### src/rtl/debounce_arr_pkg.sv
// Shared defaults for the debounce array.
// Channel logic derives its own threshold from BITS.
package debounce_arr_pkg;

    localparam int DEF_COUNT = 8;
    localparam int DEF_BITS  = 16;

endpackage

### src/rtl/debounce_channel.sv
// One debounce channel: 2-flop synchronizer,
// stability counter and registered edge pulses.
module debounce_channel #(
    parameter int BITS = 16
) (
    input  logic clk,
    input  logic reset,
    input  logic tick,
    input  logic in,
    output logic out,
    output logic rise,
    output logic fall
);

    localparam logic [BITS-1:0] MAX = {BITS{1'b1}};

    logic            sync1;
    logic            sync2;
    logic [BITS-1:0] cnt;

    logic            cnt_nx;
    logic [BITS-1:0] cnt_d;
    logic            out_d;
    logic            rise_d;
    logic            fall_d;

    assign cnt_nx = 1'b0;

    always_comb begin
        cnt_d  = cnt;
        out_d  = out;
        rise_d = 1'b0;
        fall_d = 1'b0;
        if (sync2 == out) begin
            cnt_d = '0;
        end else if (tick) begin
            // Mismatch held through a full MAX count: accept it.
            if (cnt == MAX) begin
                cnt_d  = '0;
                out_d  = sync2;
                rise_d = sync2;
                fall_d = ~sync2;
            end else begin
                cnt_d = cnt + {{(BITS-1){cnt_nx}}, 1'b1};
            end
        end
    end

    always_ff @(posedge clk or posedge reset) begin
        if (reset) begin
            sync1 <= 1'b0;
            sync2 <= 1'b0;
            cnt   <= '0;
            out   <= 1'b0;
            rise  <= 1'b0;
            fall  <= 1'b0;
        end else begin
            sync1 <= in;
            sync2 <= sync1;
            cnt   <= cnt_d;
            out   <= out_d;
            rise  <= rise_d;
            fall  <= fall_d;
        end
    end

endmodule

### src/rtl/debounce_arr.sv
// Array of independent debounce channels sharing
// clock, reset and counting enable.
module debounce_arr
    import debounce_arr_pkg::*;
#(
    parameter int COUNT = DEF_COUNT,
    parameter int BITS  = DEF_BITS
) (
    input  logic             clk,
    input  logic             reset,
    input  logic             tick,
    input  logic [COUNT-1:0] in,
    output logic [COUNT-1:0] out,
    output logic [COUNT-1:0] rise,
    output logic [COUNT-1:0] fall
);

    for (genvar i = 0; i < COUNT; i++) begin : g_ch
        debounce_channel #(
            .BITS (BITS)
        ) u_ch (
            .clk   (clk),
            .reset (reset),
            .tick  (tick),
            .in    (in[i]),
            .out   (out[i]),
            .rise  (rise[i]),
            .fall  (fall[i])
        );
    end

endmodule

### config.mk
export PLATFORM = sky130hd
export DESIGN_NAME = debounce_arr
export DESIGN_NICKNAME = d
export VERILOG_FILES = /design/src/rtl/debounce_arr_pkg.sv /design/src/rtl/debounce_channel.sv /design/src/rtl/debounce_arr.sv
export SDC_FILE = /design/constraint.sdc
export NUM_CORES = 1
export LEC_CHECK = 0
export BUFFER_PORTS_ARGS = -buffer_cell sky130_fd_sc_hd__buf_2
export CAP_MARGIN = 40
export CORE_UTILIZATION = 65
export DETAILED_ROUTE_END_ITERATION = 10
export GPL_ROUTABILITY_DRIVEN = 0
export GPL_TIMING_DRIVEN = 0
export PLACE_DENSITY = 0.83
export REMOVE_ABC_BUFFERS = 1
export SLEW_MARGIN = 10
export SYNTH_ARGS = -nofsm -noshare
export SYNTH_HDL_FRONTEND = slang
export SYNTH_HIERARCHICAL = 1
export SYNTH_SLANG_ARGS = --single-unit
### constraint.sdc
create_clock -name clk -period 3.1 [get_ports clk]
set_input_delay 0.93 -clock clk [delete_from_list [all_inputs] [get_ports clk]]
set_output_delay 0.93 -clock clk [all_outputs]
set_load 0.02 [all_outputs]
**Word-level counts from Yosys, hierarchy flattened**

Index checks and enable logic that the tools add are counted.

- Flip-flop bits (word level): 168
- Bits of input ports: 11
- Output and inout port bits: 24
- Word-level logic and storage cells: 176

- $add $sub $neg: 8
- Eq/ne operators: 16
- Mux-type cells: 72
- Bitwise gates (word level): 16
- Reduce and logical (&&, ||, !) cells: 16

Operator list:

| kind | number |
|---|---|
| $mux 16 | 24 |
| $add 16x1->16 const B | 8 |
| $eq 16x16->1 const B | 8 |
| $mux 1 | 48 |
| $reduce_and 3->1 | 8 |
| $not 1->1 | 16 |
| $reduce_bool 2->1 | 8 |
| $eq 1x1->1 | 8 |

**Longest topological paths before layout**

- Depth in word-level cells: 4
- Gate-level depth with buffers: 6
- Gate-level depth less buffers: 5

**Cells and area by module**

Netlist, hierarchy kept.

Modules (own cells, without submodules):

| module | instances | cells an instance | area each (um^2) | sequential area each (um^2) |
|---|---|---|---|---|
| debounce_channel | 8 | 103 | 1088.5 | 525.5 |

**Worst setup path before layout**

Ideal clock, no wire load.

- Path type: input to register
- Start point: input tick
- End point: register g_ch[0].u_ch.out
- Library setup time: 0.125 ns
- Data arrival time: 1.799 ns
- Data required time: 2.975 ns
- Slack: 1.176 ns
- Stages on the path: 4
- Buffers on the path: 0
- Path through: nand4_1 > nor3_1 > and3_1 > mux2_2

- Longest elaborated chain between the ends: 1

Ends and longest elaborated chain:

| what | RTL line | RTL |
|---|---|---|
| start: declaration | debounce_arr.sv:11 | `input logic tick,` |
| $reduce_and 3->1 (no line) | n/a |  |
| end signal: assignment | debounce_channel.sv:61 | `out <= out_d;` |
| end: declaration | debounce_channel.sv:10 | `output logic out,` |

Every way passes these cells.
A chain may end at the register's enable or synchronous reset.

**Worst setup path in the final report**

- Start point: input tick
- End point: register g_ch[2].u_ch.out

- Longest elaborated chain between the ends: 1

Ends and longest elaborated chain:

| what | RTL line |
|---|---|
| $reduce_and 3->1 (no line) | n/a |
| end signal: assignment | debounce_channel.sv:61 |
| end: declaration | debounce_channel.sv:10 |

Every way passes these cells.

==> results_dict.tcl <==
set metrics [dict create \
    status "complete, no violations" \
    post_synth.cell_area_avg_sq_um 10.6 \
    highest_layer "met4" \
    cp-startpoint "tick" \
    setup_violations 0 \
    dpl_cell_area_sq_um 8960 \
    clock_latency_ns 0.42 \
    root_buffer "clkbuf_16" \
    cts_made_buffers 17 \
    slew_headroom 0.470 \
    synth.distinct_cells 36 \
    yosysWarnings 6 \
    final_hold_viol_count 0 \
    r2r_start "g_ch[6].u_ch/cnt[5]" \
    n_antenna_cell 0 \
    critPathMaxFanout 40 \
    clkPwrFrac 0.430 \
    grt_pass1_wl_microns 30700 \
    netlist_instances 824 \
    sw_frac_of_total 0.226 \
    p_total_mw 4.45 \
    portBuffers 34 \
    r2r-end "g_ch[6].u_ch/cnt[11]" \
    hpwl_microns 11900 \
    seq_power_share 0.520 \
    crit_path_top_delay_cell "buf_2" \
    wirelength_microns 17800 \
    fp.dieW_microns 118 \
    synth-seq-area-share 0.483 \
    slowest_delay_ns 0.58 \
    required_ns 3.40 \
    final_area_sq_um 9510 \
    leakage_nw 4.06 \
    fmax_ghz 0.394 \
    cap_violations 0 \
    postRouteAntennaNets 0 \
    ios 35 \
    cts-resized-gates 0 \
    synth_edf_count 0 \
    place_inst 1014 \
    synth_area_sq_um 8710 \
    gr-total-overflow 0 \
    ys_ff_latch 168 \
    r2r_slack_ns 0.92 \
    first_pass_iters 5 \
    path_cells "buf_2 -> nand4_1 -> nor3_1 -> and3_1 -> mux2_2" \
    final_cell_mix "168 x dfrtp_1, 80 x nor2_1, 64 x nor4_1" \
    p_comb_frac 0.050 \
    wl_met2_microns 9040 \
    drive_gt1_frac 0.173 \
    max_slew.worst_pin.slew_ns 0.795 \
    ctsHoldBuffers 0 \
    instances_no_fill 1045 \
    ys_async_sr_fraction 1.00 \
    cts.sinks 168 \
    crit_family "simple AND/OR/NAND/NOR gates" \
    syn2layout_area_growth_pct 9.17 \
    critPathCapture "g_ch[2].u_ch/out" \
    worstRegToRegCells 5 \
    rows 41 \
    fin_setup_tns_ns 0 \
    ys.flop_type "dfrtp_1" \
    antenna_found_initial 0 \
    period_share 0.818 \
    met1_length_microns 7570 \
    cp-start-kind "primary input" \
    grt_usage 0.270 \
    dr_wl_met3_microns 811 \
    wl_per_cell_microns 17.0 \
    cts_tree "done" \
    cp_num_cells 5 \
    vdd_drop_max_mv 0.430 \
    p_sw_mw 1.00 \
    clockBufferDepth 2 \
    dieHeight_microns 118 \
    viasPerCell 6.49 \
    holdCritPathClass "register to register" \
    rsz0062_at_grt "false" \
    path_buf_inv 1 \
    grt_pass1_vias 6721 \
    die-area_sq_um 13900 \
    drv_slew 0 \
    cts_setup_buffers 0 \
    core_area_sq_um 12800 \
    worstPathArrival_ns 2.84 \
    end_kind "register" \
    start_util 0.679 \
    powerDensity_nw_per_um2 468 \
    fin_crit_ns 2.54 \
    route.detailed.drc 0 \
    skew_ns 0.00773 \
    drt_iter0_drc 521 \
    internal-power_mw 3.45 \
    layout_commonest_cell "dfrtp_1" \
    crit_type "primary input to register" \
    final_nets 880 \
    clkTransAtPathRegs_ns 0.06 \
    vias 6779 \
    grt_max_degree 41 \
    htree_levels 4 \
]
[state kept, by name, indices dropped and copies added (netlist names)]
| name | flops |
|---|---|
| g_ch.u_ch/sync1 | 8 |
| g_ch.u_ch/out | 8 |
| g_ch.u_ch/cnt | 128 |
| g_ch.u_ch/rise | 8 |
| g_ch.u_ch/fall | 8 |
| g_ch.u_ch/sync2 | 8 |
[worst min path at each step]
stage                                   from                 end  slack [ns]  cells after the start
after CTS                 g_ch[7].u_ch/sync1  g_ch[7].u_ch/sync2        0.35                      0
after detailed placement  g_ch[7].u_ch/sync1  g_ch[7].u_ch/sync2        0.34                      0
after global routing      g_ch[7].u_ch/sync1  g_ch[7].u_ch/sync2        0.36                      0
final                     g_ch[7].u_ch/sync1  g_ch[7].u_ch/sync2        0.35                      0
after floorplan           g_ch[0].u_ch/sync1  g_ch[0].u_ch/sync2        0.33                      0
after global placement    g_ch[2].u_ch/sync1  g_ch[2].u_ch/sync2        0.33                      0
[synthesized netlist by cell type (16+ instances only)]
cell type,n,area share
nor3_1,16,0.0092
o31ai_1,24,0.021
nand4_2,16,0.023
nand3_1,40,0.023
a22o_1,24,0.024
or3_1,16,0.011
and3_1,16,0.011
o311ai_0,24,0.024
xnor2_1,40,0.040
a21o_1,16,0.014
or2_2,16,0.011
mux2_2,16,0.021
nand4_1,24,0.017
o21a_1,24,0.021
nor2_1,80,0.034
nand2_1,24,0.010
inv_1,40,0.017
dfrtp_1,168,0.48
nor4_1,64,0.046
[worst reg2reg max path, cell delays in order, from the launching register on]
cell and delay (ns):
dfrtp_1 0.44, nand4_2 0.32, nor4_2 0.70, buf_2 0.30
nor3b_1 0.07, o31a_1 0.25
[area by class of cell]
| type | instances | area (sq um) |
|---|---|---|
| multi-input cells | 592 | 4160 |
| clock inverters | 7 | 43.8 |
| flip-flops and latches | 168 | 4200 |
| inverters | 40 | 150 |
| repair buffers | 42 | 228 |
| well taps | 172 | 215 |
| clock buffers | 24 | 502 |
| fillers | 853 | 3320 |
[power groups by stage]
stage	clock network (mW)	logic, mW	registers, mW
finish	1.91	0.223	2.31
global route	2.05	0.253	2.32
CTS	1.95	0.226	2.31
detailed placement	0	0.221	2.35
global placement	0	0.209	2.34
floorplan	0	0.160	2.33
[logic make-up (layout without fill, tap and decap cells)]
group / count (synthesis) / after routing / synth area share
AO/OA/AOI/OAI: 152 / 152 / 0.139
AND/OR/NAND/NOR: 360 / 360 / 0.244
buffers and inverters: 64 / 113 / 0.0391
multiplexers: 16 / 16 / 0.0207
adder cells (fa/ha/maj): 8 / 8 / 0.0115
XOR/XNOR: 56 / 56 / 0.0632
flip-flops: 168 / 168 / 0.483
[stage by stage]
stage                     utilization  hold WS [ns]  setup WS (ns)
after floorplan                     -         0.331           1.16
after global placement          0.694         0.333          0.295
after detailed placement        0.699         0.340          0.200
after CTS                       0.741         0.353          0.642
after global routing            0.741         0.362          0.502
final                           0.741         0.349          0.563
[layer usage]
metal	up-vias	GRT usage
li1	3169	-
met1	3344	0.339
met2	229	0.454
met3	37	0.0596
met4	0	0.113
met5	-	0
(Power assumes the default switching activity.)
